`src/rtl/dram_rd_pipe.sv`:
```
// RD_LAT-stage valid+data shift register carrying read data to the port.
module dram_rd_pipe #(
    parameter int DRAMW  = 512,
    parameter int RD_LAT = 1
) (
    input  logic             CLK,
    input  logic             RST_X,
    input  logic             in_vld,
    input  logic [DRAMW-1:0] in_data,
    output logic             out_vld,
    output logic [DRAMW-1:0] out_data,
    output logic             empty
);

    logic [RD_LAT-1:0] vld_q;
    logic [DRAMW-1:0]  dat_q [RD_LAT];

    // Data only moves with its valid, so the output stage holds its last value.
    always_ff @(posedge CLK or negedge RST_X) begin
        if (!RST_X) begin
            vld_q <= '0;
            for (int i = 0; i < RD_LAT; i++) begin
                dat_q[i] <= '0;
            end
        end else begin
            vld_q[0] <= in_vld;
            if (in_vld) begin
                dat_q[0] <= in_data;
            end
            for (int i = 1; i < RD_LAT; i++) begin
                vld_q[i] <= vld_q[i-1];
                if (vld_q[i-1]) begin
                    dat_q[i] <= dat_q[i-1];
                end
            end
        end
    end

    // Empty once nothing remains behind the output stage: the pipe is clear after this edge.
    always_comb begin
        empty = 1'b1;
        for (int i = 0; i < RD_LAT - 1; i++) begin
            if (vld_q[i]) begin
                empty = 1'b0;
            end
        end
    end

    assign out_vld  = vld_q[RD_LAT-1];
    assign out_data = dat_q[RD_LAT-1];

endmodule

```
`config.mk`:
```
export PLATFORM = sky130hd
export DESIGN_NAME = dram_rd_pipe
export DESIGN_NICKNAME = d
export VERILOG_FILES = /design/src/rtl/dram_rd_pipe.sv
export SDC_FILE = /design/constraint.sdc
export NUM_CORES = 1
export LEC_CHECK = 0
export ABC_AREA = 1
export CAP_MARGIN = 20
export CORE_AREA = 2 2 402 404
export DETAILED_ROUTE_END_ITERATION = 8
export DIE_AREA = 0 0 404 406
export GPL_TIMING_DRIVEN = 0
export PLACE_DENSITY = 0.4
export SLEW_MARGIN = 5
export SYNTH_ARGS = -nofsm -noshare
export SYNTH_HDL_FRONTEND = slang
export SYNTH_SLANG_ARGS = --single-unit
```
`constraint.sdc`:
```
create_clock -name CLK -period 0.8 [get_ports CLK]
set_input_delay 0.08 -clock CLK [delete_from_list [all_inputs] [get_ports CLK]]
set_output_delay 0.08 -clock CLK [all_outputs]
set_load 0.02 [all_outputs]
```
After elaboration in Yosys (flattened, before gate mapping)
Cells that the tools add are included.
{ "word_totals": {"word_cells": 2, "output_inout_bits": 514, "register_bits": 513, "inputBits": 515} }

Longest topological paths before layout
Gate-level depths: netlist of the first run.
{ "logic_depth": {"word_depth": 0, "ltp_mapped": 6, "ltp_nobuf": 3} }

Least setup slack after synthesis of the first run
OpenSTA, ideal clock, no wires.
{ "synth_timing": {"path_type": "input port to flip-flop", "startpoint": "in in_vld", "endpoint": "reg dat_q (netlist bit out_data[320])", "setup_ns": 0.065, "path_stages": 6, "arrival_time_ns": 0.684, "path_buffers": 3, "path_slack_ns": 0.051, "required_ns": 0.735, "cell_sequence": "buf_6 inv_6 buf_6 buf_4 nand2_1 nand2_1"} }
{ "synth_lines": {"columns": ["item", "line", "text"], "rows": [
  ["start, declared", "8", "input logic in_vld,"],
  ["end signal, assigned by index", "33", "dat_q[i] <= dat_q[i-1];"],
  ["end, declared", "16", "logic [DRAMW-1:0] dat_q [RD_LAT];"]
]} }

Worst setup path in the final report of the first run
{ "layout_timing": {"startpoint": "reg dat_q (netlist bit out_data[423])", "endpoint": "out out_data[423]"} }
{ "layout_lines": {"columns": ["item", "line", "text"], "rows": [
  ["end, declared", "11", "output logic [DRAMW-1:0] out_data,"]
]} }
No word-level cell between the ends.

==> flow_metrics.env, run 1 <==
export IMPL_status="finished with violations"
export IMPL_violations="negative hold slack, negative setup slack"
export IMPL_postSynthAreaPerCell_um2=8.99
export IMPL_total_power_mw=83.2
export IMPL_max_slew_worst_pin_slew_ns=0.653
export IMPL_htreeDepth=3
export IMPL_viasPerCell=3.45
export IMPL_critPathTopFamily="flip-flops"
export IMPL_cts_made_buffers=73
export IMPL_dr_wl_met2_um=60800
export IMPL_layout_commonest_cell="nand2_1"
export IMPL_crit_required_ns=0.72
export IMPL_p_int_mw=58.4
export IMPL_met3_length_um=7640
export IMPL_dr_max_layer_used="met5"
export IMPL_antenna_found_initial=26
export IMPL_dpl_cell_area_mm2=0.0325
export IMPL_grt_overflow_total=0
export IMPL_drive_above_1_share_pct=24.6
export IMPL_p_leak_nw=20.5
export IMPL_grt_max_degree=99
export IMPL_placement_io_buffers=1027
export IMPL_maxCapViolCount=0
export IMPL_slowest_stage="dfrtp_2"
export IMPL_boundaryPins=1029
export IMPL_wl_met1_um=51500
export IMPL_drt_first_pass_iters=6
export IMPL_vias=20800
export IMPL_grt_total_usage_pct=14.5
export IMPL_fin_crit_ns=1.36
export IMPL_syn_area_mm2=0.0195
export IMPL_clk_path_buf_depth=3
export IMPL_cts_tree="done"
export IMPL_dp_hpwl_um=97700
export IMPL_start_util_pct=12.2
export IMPL_routabilityCongestion=0.845
export IMPL_synth_seq_area_share_pct=65.9
export IMPL_slowest_delay_ns=0.47
export IMPL_relSlewSlack_pct=56.5
export IMPL_drcViolationCount=0
export IMPL_cts_hold_buf=411
export IMPL_hold_slack_ns=-0.640
export IMPL_p_sw_share_pct=29.8
export IMPL_fin_cells=6031
export IMPL_yosys_warnings=0
export IMPL_ys_seq_elements=513
export IMPL_power_frac_clock_pct=39.5
export IMPL_pre_cts_ws_ns=-1.81
export IMPL_hold_violations=317
export IMPL_drtAntennaViolNets=0
export IMPL_hold_class="input port to async pin"
export IMPL_routedWlPerCell_um=20.7
export IMPL_peakVddDrop_mv=1.25
export IMPL_area_growth_pct=114
export IMPL_die_area_mm2=0.164
export IMPL_synth_cells=2165
export IMPL_syn_nets=2680
export IMPL_crit_fanout=2
export IMPL_finalWirelength_um=125000
export IMPL_clk_pin_slew_worst_paths_ns=0.06
export IMPL_critPathCaptureType="primary output"
export IMPL_cts_root_buffer="clkbuf_16"
export IMPL_crit_path_start_kind="flop"
export IMPL_final_cell_mix="1516 x nand2_1, 553 x buf_6, 512 x clkdlybuf4s50_1, 507 x dfrtp_1, 410 x dlygate4sd3_1"
export IMPL_timing_fmax_mhz=738
export IMPL_cp_num_buf_inv=1
export IMPL_die_y_um=406
export IMPL_crit_path_cell_trace="buf_6"
export IMPL_die_width_um=404
export IMPL_core_area_mm2=0.160
export IMPL_design_area_mm2=0.0417
export IMPL_slew_violations=0
export IMPL_initialDrtViolationCount=969
export IMPL_grt_pass1_wl_um=166000
export IMPL_powerDensity_mw_per_mm2=2000
export IMPL_num_rows=147
export IMPL_fin_ws_ns=-0.556
export IMPL_pwr_share_seq_pct=36.1
export IMPL_criticalPathCategory="flop to primary output"
export IMPL_yosys_cell_types_count=9
export IMPL_numClockSinks=513
export IMPL_dp_cells=5284
export IMPL_num_nets_final=4401
export IMPL_clock_latency_ns=0.63
export IMPL_fin_skew_ns=0
export IMPL_cp_arrival_ns=1.28
export IMPL_setup_viol=532
export IMPL_grt_pass1_vias=21400
export IMPL_period_share_pct=169
export IMPL_p_sw_mw=24.8
export IMPL_p_comb_share_pct=24.3
export IMPL_rsz0062_at_grt="yes"
## registers in the layout, summed over array words and instances (netlist names)
| signal | flops |
|---|---|
| out_data | 512 |
| out_vld | 1 |
## path summary, 6_finish.rpt
check / startpoint / slack (ns) / depth (start not counted) / end
worst min register to register: out_data[439] / 0.49 / 2 / out_data[439]
min in group CLK: in_data[475] / 0.05 / 3 / out_data[475]
max in group asynchronous: RST_X / 0.13 / 3 / out_data[279]
worst min-delay path: RST_X / -0.64 / 1 / out_data[482]
worst max register to register: out_data[353] / -0.07 / 4 / out_data[353]
worst max-delay path: out_data[423] / -0.56 / 1 / out_data[423]
## layout make-up
class                   count  area, µm²
repair inverters            1       11.3
inverters                   1       30.0
plain buffers             114       1110
fillers                 17300     118000
clock buffers             106       2110
multi-input cells        1537       5820
well taps                2086       2610
diodes                      7       17.5
clock inverters            21        263
repair buffers           1645      16800
flip-flops and latches    513      12800
## layer usage
layer / global-route usage (%) / vias up
met5: 0 / -
met4: 5.53 / 24
met3: 3.98 / 186
met2: 24.5 / 676
met1: 17.4 / 9990
li1: - / 9958
## stage by stage
step                      setup TNS (ns)  utilization [%]  hold slack (ns)
final                            -231.69             26.1           -0.640
after global routing             -277.69             26.1           -0.670
after CTS                        -299.07             25.4           -0.622
after detailed placement         -883.10             20.4            0.139
after global placement                 -             20.3            0.453
after floorplan                        0                -           -0.216
## worst reg2reg max path, cell delays in order (launching register included)
cell	delay, ns
dfrtp_1	0.40
buf_6	0.12
buf_4	0.12
nand2_1	0.05
nand2_1	0.06
## timing repair
item,4_1_cts,5_1_grt
gates resized for setup,3336,56
endpoints found under the setup margin,1203,877
buffers inserted,96,106
endpoints found under the hold margin,632,317
gates cloned,0,6
pin swaps,0,4
## Yosys cell counts
cell	number	area, µm²
buf_4	27	203
nand2_1	1536	5770
buf_6	32	360
conb_1	1	3.75
inv_6	1	8.76
buf_2	52	260
buf_12	1	20.0
dfrtp_1	513	12800
clkbuf_1	2	7.51
## logic make-up after synthesis
group         after synthesis  synth area share, %
flops                     513                 65.9
simple gates             1536                 29.6
buf+inv                   115                 4.42
other cells                 1               0.0193
## power groups by stage
| stage | clock network (mW) | registers, mW | logic (mW) |
|---|---|---|---|
| 6_report | 32.9 | 30.1 | 20.3 |
| 5_1_grt | 35.2 | 30.3 | 21.6 |
| 4_1_cts | 34.4 | 30.0 | 19.9 |
| 3_5_place_dp | 0 | 30.0 | 16.8 |
| 3_3_place_gp | 0 | 30.1 | 16.3 |
| 2_1_floorplan | 0 | 32.8 | 2.87 |
(Power assumes the default switching activity.)
==> run 2: changes to the inputs <==
--- a/config.mk
+++ b/config.mk
@@ -10,7 +10,8 @@
 export CORE_AREA = 2 2 402 404
 export DETAILED_ROUTE_END_ITERATION = 8
 export DIE_AREA = 0 0 404 406
-export GPL_TIMING_DRIVEN = 0
+export GPL_ROUTABILITY_DRIVEN = 0
+export GPL_TIMING_DRIVEN = 1
 export PLACE_DENSITY = 0.4
 export SLEW_MARGIN = 5
 export SYNTH_ARGS = -nofsm -noshare
==> run 2 against run 1 <==
- first-iteration DRC count is 12% lower
- register-to-register slack about the same
- non-clock buffer count grew 6
- worst setup slack worse by 0.044 ns
- worst hold slack gained 0.67 ns
- sequential share of layout area fell by 0.51 points
- critical path depth stayed put
- maximum frequency is 3.2% lower
- core utilization increased by 0.52 points
- highest routed layer unchanged
- the flow finishes with violations (negative setup slack)
==> flow_metrics.env, run 2 (synthesis results as in run 1) <==
export IMPL_cp_arrival_ns=1.32
export IMPL_cts_tree="done"
export IMPL_grt_overflow_total=0
export IMPL_fin_ws_ns=-0.600
export IMPL_reg2reg_setup_slack_ns=-0.06
export IMPL_drive_above_1_share_pct=25.3
export IMPL_p_leak_nw=20.7
export IMPL_dp_cells=5313
export IMPL_die_width_um=404
export IMPL_area_growth_pct=118
export IMPL_r2r_end="out_data[383]"
export IMPL_cp_num_buf_inv=1
export IMPL_boundaryPins=1029
export IMPL_setup_viol=544
export IMPL_worstSetupStartpoint="out_data[231]"
export IMPL_multiInputGateArea_mm2=0.00581
export IMPL_clk_path_buf_depth=3
export IMPL_grt_total_usage_pct=13.7
export IMPL_critPathTopFamily="flip-flops"
export IMPL_rsz0062_at_grt="yes"
export IMPL_path_depth=1
export IMPL_cts_root_buffer="clkbuf_16"
export IMPL_clk_pin_slew_worst_paths_ns=0.05
export IMPL_peakVddDrop_mv=1.50
export IMPL_slowest_delay_ns=0.49
export IMPL_vias=20800
export IMPL_r2r_start="out_data[383]"
export IMPL_initialDrtViolationCount=849
export IMPL_max_slew_worst_pin_slew_ns=0.654
export IMPL_critPathCapture="out_data[231]"
export IMPL_crit_path_start_kind="flop"
export IMPL_layout_commonest_cell="nand2_1"
export IMPL_core_area_mm2=0.160
export IMPL_rr_worst_depth=4
export IMPL_numClockSinks=513
export IMPL_drcViolationCount=0
export IMPL_hold_violations=0
export IMPL_largest_reg_flops=512
export IMPL_register_area_mm2=0.0129
export IMPL_hold_class="input port to flop"
export IMPL_die_area_mm2=0.164
export IMPL_grt_pass1_wl_um=160000
export IMPL_status="finished with violations"
export IMPL_slew_violations=0
export IMPL_crit_fanout=2
export IMPL_criticalPathCategory="flop to primary output"
export IMPL_relSlewSlack_pct=56.4
export IMPL_crit_path_cell_trace="buf_12"
export IMPL_drt_first_pass_iters=5
export IMPL_violations="negative setup slack"
export IMPL_fin_cells=6037
export IMPL_crit_required_ns=0.72
export IMPL_num_rows=147
export IMPL_routedWlPerCell_um=19.3
export IMPL_fin_skew_ns=0
export IMPL_slowest_stage="dfrtp_2"
export IMPL_finalWirelength_um=116000
export IMPL_grt_pass1_vias=21500
export IMPL_critPathCaptureType="primary output"
export IMPL_final_cell_mix="1519 x nand2_1, 512 x clkdlybuf4s50_1, 475 x dfrtp_1, 462 x buf_6, 418 x dlygate4sd3_1"
export IMPL_htreeDepth=3
export IMPL_fillCellCount=17200
export IMPL_num_nets_final=4406
export IMPL_dp_hpwl_um=90500
export IMPL_setup_tns_ns=-242.21
export IMPL_grt_max_degree=58
export IMPL_maxCapViolCount=0
export IMPL_fin_crit_ns=1.40
export IMPL_start_util_pct=12.2
export IMPL_timing_fmax_mhz=714
export IMPL_powerDensity_mw_per_mm2=1970
export IMPL_hold_start="in_vld"
export IMPL_clock_latency_ns=0.64
export IMPL_period_share_pct=175
export IMPL_viasPerCell=3.44
export IMPL_drtAntennaViolNets=0
export IMPL_cts_made_buffers=73
export IMPL_placement_io_buffers=1027
export IMPL_antenna_found_initial=17
export IMPL_die_y_um=406
## run 2: how the worst min path moves through the flow
stage	depth (start not counted)	slack, ns	endpoint
3_5_place_dp	1	-0.005	out_data[504]
6_report	5	0.03	out_data[8]
4_1_cts	3	0.0008	out_data[83]
5_1_grt	5	-0.0001	out_data[193]
2_1_floorplan	0	-0.22	out_data[0]
3_3_place_gp	1	-0.009	out_data[504]
## run 2: report_power, final
| part | leakage, nW | total [mW] | switching, mW | internal, mW |
|---|---|---|---|---|
| Clock | 1.17 | 32.8 | 13.1 | 19.7 |
| Sequential | 6.20 | 30.4 | 2.07 | 28.3 |
| Combinational | 13.3 | 20.4 | 9.39 | 11.0 |
| Total | 20.7 | 83.6 | 24.5 | 59.1 |
## run 2: cell type report
cell class	count	area share [%]
multi-input cells	1537	13.7
clock inverters	23	0.686
inverters	1	0.0707
clock buffers	104	4.98
diodes	8	0.0471
flip-flops and latches	513	30.3
repair buffers	1765	44.1
well taps	2086	6.14
## run 2: routing by layer
| layer | GRT usage, % | share of wire [%] | vias up |
|---|---|---|---|
| met2 | 24.3 | 51 | 597 |
| li1 | - | - | 9966 |
| met1 | 15.8 | 40 | 10100 |
| met3 | 4.07 | 6.7 | 129 |
| met5 | 0 | 0.078 | - |
| met4 | 3.88 | 2.2 | 14 |
## run 2: metrics by stage
stage	area, µm²	total power [mW]	utilization (%)	hold WS, ns	setup slack, ns
floorplan	19500	35.7	-	-0.216	0.0514
global placement	33600	47.6	21.0	-0.00897	-0.426
detailed placement	33600	47.6	21.0	-0.00458	-0.418
CTS	41700	84.8	26.1	0.000761	-0.700
global route	42500	87.6	26.6	-0.000109	-0.678
finish	42500	83.6	26.6	0.0339	-0.600
## run 2: timing repair
item,CTS,global route
hold endpoints to repair,935,11
gates resized for setup,2220,43
setup endpoints to repair,514,640
pin swaps,0,8
setup buffers,76,99
hold buffers,423,4
